`src/rtl/full_st1_in_seq.sv`:
```
// full_st1_in_seq: input sequencer that feeds the first fully-connected stage.
// Input frames of NIN words arrive on a valid/ready stream. They are stored in
// a two-bank ping-pong buffer and replayed as gap-free serial bursts. At least
// GAP idle cycles separate two bursts so the stage's delay line can drain.
//
// Ports
//   clk                   clock
//   reset                 asynchronous reset, active low
//   in_valid/in_ready     input handshake; in_ready is registered
//   in_data               input word (float_24_8 packed)
//   in_last               marks the final word of a frame
//   in_mode               error-mode flag, sampled with word 0 of a frame
//   out_valid             out_data valid (one burst of NIN words)
//   out_data              serial word to the stage, 0 when out_valid=0
//   out_first             pulse on word 0 of a burst
//   out_stage_error_mode  frame's error-mode flag, held for the whole burst
//   out_stage_error_first out_first AND error mode
//   busy                  a bank is full, a burst/gap is running, or a frame is partially written
//   err_len               sticky frame-length error
module full_st1_in_seq #(
  parameter int NIN   = 6,
  parameter int GAP   = 2,
  parameter int WIDTH = 32
) (
  input  logic             clk,
  input  logic             reset,
  input  logic             in_valid,
  input  logic [WIDTH-1:0] in_data,
  input  logic             in_last,
  input  logic             in_mode,
  output logic             in_ready,
  output logic             out_valid,
  output logic [WIDTH-1:0] out_data,
  output logic             out_first,
  output logic             out_stage_error_mode,
  output logic             out_stage_error_first,
  output logic             busy,
  output logic             err_len
);

  localparam int CW = $clog2(NIN);
  localparam int GW = (GAP > 1) ? $clog2(GAP) : 1;
  localparam logic [CW-1:0] LAST_IDX = CW'(NIN - 1);
  localparam logic [GW-1:0] GAP_LAST = GW'((GAP > 0) ? GAP - 1 : 0);

  typedef enum logic [1:0] {S_IDLE, S_STREAM, S_GAP} state_e;

  logic [WIDTH-1:0] mem_q [2][NIN];
  logic [1:0]       full_q, full_d, mode_q;
  logic             wbank_q, wbank_d, rbank_q, rbank_d;
  logic [CW-1:0]    wcnt_q, wcnt_d, rcnt_q, rnext;
  logic [GW-1:0]    gcnt_q;
  state_e           state_q;
  logic             in_ready_q, err_q;
  logic             out_valid_q, out_first_q, out_mode_q, out_efirst_q;
  logic [WIDTH-1:0] out_data_q;
  logic             acc, commit, len_err, rel, can_start, start;

  // Write side: word placement, frame commit and length checking.
  always_comb begin
    acc     = in_valid && in_ready_q;
    wcnt_d  = wcnt_q;
    wbank_d = wbank_q;
    commit  = 1'b0;
    len_err = 1'b0;
    if (acc) begin
      if (wcnt_q == LAST_IDX) begin
        // A full-length frame commits even without in_last, but is flagged.
        commit  = 1'b1;
        wbank_d = ~wbank_q;
        wcnt_d  = '0;
        len_err = ~in_last;
      end else if (in_last) begin
        // Short frame: drop it, the bank stays free for the next frame.
        wcnt_d  = '0;
        len_err = 1'b1;
      end else begin
        wcnt_d  = wcnt_q + 1'b1;
      end
    end
  end

  // Read side: release on the last burst word; a new burst may start from
  // IDLE, at the end of the gap, or straight after a burst when GAP=0.
  always_comb begin
    rel       = (state_q == S_STREAM) && (rcnt_q == LAST_IDX);
    rbank_d   = rel ? ~rbank_q : rbank_q;
    can_start = (state_q == S_IDLE) ||
                ((state_q == S_GAP) && (gcnt_q == GAP_LAST)) ||
                (rel && (GAP == 0));
    start     = can_start && full_q[rbank_d];
    rnext     = rcnt_q + 1'b1;
    // Commit and release always hit different banks, so both are honoured.
    full_d    = full_q;
    if (commit) full_d[wbank_q] = 1'b1;
    if (rel)    full_d[rbank_q] = 1'b0;
  end

  always_ff @(posedge clk) begin
    if (acc) mem_q[wbank_q][wcnt_q] <= in_data;
  end

  always_ff @(posedge clk or negedge reset) begin
    if (!reset) begin
      state_q      <= S_IDLE;
      full_q       <= '0;
      mode_q       <= '0;
      wbank_q      <= 1'b0;
      rbank_q      <= 1'b0;
      wcnt_q       <= '0;
      rcnt_q       <= '0;
      gcnt_q       <= '0;
      in_ready_q   <= 1'b0;
      err_q        <= 1'b0;
      out_valid_q  <= 1'b0;
      out_data_q   <= '0;
      out_first_q  <= 1'b0;
      out_mode_q   <= 1'b0;
      out_efirst_q <= 1'b0;
    end else begin
      full_q     <= full_d;
      wbank_q    <= wbank_d;
      wcnt_q     <= wcnt_d;
      rbank_q    <= rbank_d;
      in_ready_q <= ~full_d[wbank_d];
      err_q      <= err_q | len_err;
      if (acc && (wcnt_q == '0)) mode_q[wbank_q] <= in_mode;

      out_valid_q  <= 1'b0;
      out_data_q   <= '0;
      out_first_q  <= 1'b0;
      out_mode_q   <= 1'b0;
      out_efirst_q <= 1'b0;

      if (start) begin
        state_q      <= S_STREAM;
        rcnt_q       <= '0;
        out_valid_q  <= 1'b1;
        out_data_q   <= mem_q[rbank_d][0];
        out_first_q  <= 1'b1;
        out_mode_q   <= mode_q[rbank_d];
        out_efirst_q <= mode_q[rbank_d];
      end else begin
        unique case (state_q)
          S_STREAM: begin
            if (rel) begin
              state_q <= (GAP > 0) ? S_GAP : S_IDLE;
              gcnt_q  <= '0;
            end else begin
              rcnt_q      <= rnext;
              out_valid_q <= 1'b1;
              out_data_q  <= mem_q[rbank_q][rnext];
              out_mode_q  <= mode_q[rbank_q];
            end
          end
          S_GAP: begin
            if (gcnt_q == GAP_LAST) state_q <= S_IDLE;
            else                    gcnt_q  <= gcnt_q + 1'b1;
          end
          default: ;
        endcase
      end
    end
  end

  assign in_ready              = in_ready_q;
  assign out_valid             = out_valid_q;
  assign out_data              = out_data_q;
  assign out_first             = out_first_q;
  assign out_stage_error_mode  = out_mode_q;
  assign out_stage_error_first = out_efirst_q;
  assign err_len               = err_q;
  assign busy                  = (|full_q) || (state_q != S_IDLE) || (wcnt_q != '0);

endmodule
```
`config.mk`:
```
export PLATFORM = sky130hd
export DESIGN_NAME = full_st1_in_seq
export DESIGN_NICKNAME = d
export VERILOG_FILES = /design/src/rtl/full_st1_in_seq.sv
export SDC_FILE = /design/constraint.sdc
export NUM_CORES = 1
export LEC_CHECK = 0
export CORE_MARGIN = 2
export CORE_UTILIZATION = 40
export CTS_BUF_LIST = sky130_fd_sc_hd__clkbuf_16
export CTS_CLUSTER_SIZE = 20
export DETAILED_ROUTE_END_ITERATION = 10
export MAX_ROUTING_LAYER = met4
export SLEW_MARGIN = 20
export SYNTH_ARGS = -nofsm -noshare
export SYNTH_HDL_FRONTEND = slang
export SYNTH_SLANG_ARGS = --single-unit
```
`constraint.sdc`:
```
create_clock -name clk -period 8.6 [get_ports clk]
set_input_delay 0.86 -clock clk [delete_from_list [all_inputs] [get_ports clk]]
set_output_delay 0.86 -clock clk [all_outputs]
set_load 0.1 [all_outputs]
```
==> impl_metrics.env <==
export IMPL_outcome="complete, no violations"
export IMPL_drv_slew=0
export IMPL_core_area_um2=42900
export IMPL_dieArea_um2=45000
export IMPL_cts_sinks=437
export IMPL_worst_pin_slew_ps=1170
export IMPL_nets=1095
export IMPL_ys_types=40
export IMPL_antenna_found_initial=0
export IMPL_synth_top_area_cell="edfxtp_1"
export IMPL_synth_seq_cells=437
export IMPL_max_stage_delay_ps=870
export IMPL_fin_worst_skew_ps=21.5
export IMPL_p_seq_share_pct=37.2
export IMPL_synth_xor_area_share_pct=0.411
export IMPL_cts_hold_buf=0
export IMPL_synth_edff_count=384
export IMPL_routedWlPerCell_um=23.9
export IMPL_max_cap_violations=0
export IMPL_syn_to_final_growth_pct=17.4
export IMPL_drt_pass1_iterations=5
export IMPL_worstSetupPathType="flop to flop"
export IMPL_worst_ep_arrival_time_ps=4160
export IMPL_slew_headroom_pct=22.2
export IMPL_grt_pass1_wl_mm=60.2
export IMPL_insertedDiodeCount=0
export IMPL_synth_fp_nets=1008
export IMPL_dpl_worst_slack_ps=4780
export IMPL_p_sw_mw=2.82
export IMPL_die_w_um=212
export IMPL_io_pins=76
export IMPL_start_util_pct=40.4
export IMPL_fin_crit_sh_pct=43.2
export IMPL_fmax_ghz=0.269
export IMPL_htree_levels=2
export IMPL_crit_slowest_cell="buf_4"
export IMPL_yosys_area_share_simple_pct=4.83
export IMPL_wl_mm=39.9
export IMPL_wl_met3_mm=2.86
export IMPL_critPathLaunchType="flop"
export IMPL_crit_top_cell="buf_4"
export IMPL_cts_made_buffers=46
export IMPL_grt_usage_pct=18.8
export IMPL_end_kind="flop"
export IMPL_tritoncts="done"
export IMPL_p_per_area_nw_per_um2=368
export IMPL_async_flop_share_pct=12.1
export IMPL_p_clk_share_pct=26.8
export IMPL_synthFlopType="edfxtp_1"
export IMPL_muxShareOfSynthArea_pct=12.6
export IMPL_synth_adder_area_share_pct=0.577
export IMPL_grt_max_degree=68
export IMPL_total_power_mw=7.48
export IMPL_cts_root_to_sink_buffers=3
export IMPL_ys_top_cells_by_count="edfxtp_1, nand2_1, mux4_2"
export IMPL_ys_seq_area_share_pct=74.2
export IMPL_synth_top_family_by_area="multiplexers"
export IMPL_overflow=0
export IMPL_ant_nets=0
export IMPL_synth_top_area_share_pct=66.5
export IMPL_synth_most_common_cell="edfxtp_1"
export IMPL_hold_class="flop to flop"
export IMPL_yosysWarnings=0
export IMPL_ir_worst_vdd_v=0.000221
export IMPL_route_met2_wl_mm=18.2
export IMPL_rows=76
export IMPL_p_leak_nw=6.72
export IMPL_io_buffers=75
export IMPL_ys_top_cells_by_area="edfxtp_1, mux4_2, dfrtp_1, mux2i_1, a22oi_1"
export IMPL_rsz0062_at_grt="false"
export IMPL_setup_viol_count_final=0
export IMPL_num_vias=9164
export IMPL_p_comb_share_pct=36.0
export IMPL_place_congestion=0.741
export IMPL_hold_ws_ps=456
export IMPL_fin_ws_ps=4880
export IMPL_top_layer_used="met4"
export IMPL_setup_tns_ps=0
export IMPL_path_max_fanout=48
export IMPL_clk_latency_ps=560
export IMPL_cts_root_buf="clkbuf_16"
export IMPL_min_period_ps=3720
export IMPL_drc=0
export IMPL_clkTransAtPathRegs_ps=60
export IMPL_crit_chain="buf_4 -> buf_4 -> mux4_2 -> a22oi_1 -> nand2_1 -> a22o_1"
export IMPL_syn_avg_cell_area_um2=18.0
export IMPL_met1_length_mm=18.1
export IMPL_finalHoldViolCount=0
export IMPL_intPower_mw=4.66
export IMPL_drive_above_1_share_pct=17.9
export IMPL_required_ps=9050
export IMPL_drt_iter0_drc=986
export IMPL_via_per_inst=5.48
export IMPL_syn_instance_count=963
export IMPL_p_sw_share_pct=37.7
export IMPL_post_cts_setup_buffer_count=0
export IMPL_first_global_vias=9407
export IMPL_die_h_um=212
export IMPL_dp_hpwl_mm=20.3
export IMPL_synth_compound_area_share_pct=5.43
export IMPL_cts_resized=0
export IMPL_syn_area_um2=17300
export IMPL_r2r_slack_ps=4880
## through the flow
step / utilization [%] / cell area (um^2) / std cells
detailed placement: 43.8 / 18800 / 1587
floorplan: - / 17300 / 963
global route: 47.5 / 20400 / 1672
CTS: 47.5 / 20400 / 1672
finish: 47.5 / 20400 / 1672
global placement: 43.8 / 18800 / 1586
## power by group through the flow
stage | logic, mW | clock network (mW) | registers, mW
floorplan | 1.41 | 0 | 3.29
global placement | 2.65 | 0 | 2.84
detailed placement | 2.69 | 0 | 2.84
CTS | 2.69 | 2.05 | 2.80
global route | 2.88 | 2.13 | 2.82
finish | 2.69 | 2.01 | 2.79
## cells in the final DEF (no fill, tap or decap), drive strengths merged, types with 8 or more instances in the layout
cell,netlist,final
mux4,77,77
clkdlybuf4s50,0,74
clkbuf,35,47
clkinv,0,24
inv,6,12
o21ai,39,39
nor2,19,19
dfrtp,53,53
edfxtp,384,384
mux2i,41,41
a22o,32,32
a22oi,51,51
nand3,56,56
buf,27,27
nand2,95,95
ha,8,8
## logic make-up after synthesis
| logic type | count (synthesis) |
|---|---|
| adder cells (fa/ha/maj) | 8 |
| AO/OA/AOI/OAI | 135 |
| buffers and inverters | 68 |
| XOR/XNOR | 6 |
| multiplexers | 120 |
| AND/OR/NAND/NOR | 189 |
| flip-flops | 437 |
## registers in the layout, indices dropped and copies added, names as in the netlist, 2 cells and up
signal    cells
out_data     32
rcnt_q        3
mode_q        2
full_q        2
mem_q       384
wcnt_q        3
state_q       2
## final timing paths
kind                            startpoint           to  depth (start not counted)
worst min-delay path               err_len      err_len                          1
max in group asynchronous            reset    rcnt_q[0]                          2
worst max register to register     rbank_q  out_data[2]                          6
worst max-delay path               rbank_q  out_data[2]                          6
worst min register to register     err_len      err_len                          1
min in group asynchronous            reset  out_data[9]                          2
## critical path, delay by kind of cell (launching register included)
kind	cells	cell delay, ps
multiplexers	1	600
AO/OA/AOI/OAI	2	400
AND/OR/NAND/NOR	1	70
flip-flops	1	850
buffers and inverters	2	1650
## cell type report
| class | count | area (um^2) |
|---|---|---|
| Inverter | 6 | 22.5 |
| Sequential cell | 437 | 12900 |
| Fill cell | 3626 | 22500 |
| Multi-Input combinational cell | 458 | 4230 |
| Timing Repair Buffer | 101 | 953 |
| Tap cell | 585 | 732 |
| Clock inverter | 38 | 373 |
| Clock buffer | 47 | 1180 |
## routing by layer
metal | track usage, % | vias up
met3 | 3.86 | 61
met1 | 27.1 | 4761
li1 | - | 4022
met2 | 27.3 | 320
met5 | - | -
met4 | 4.95 | 0
No activity file was read; power rests on OpenSTA's default activity.
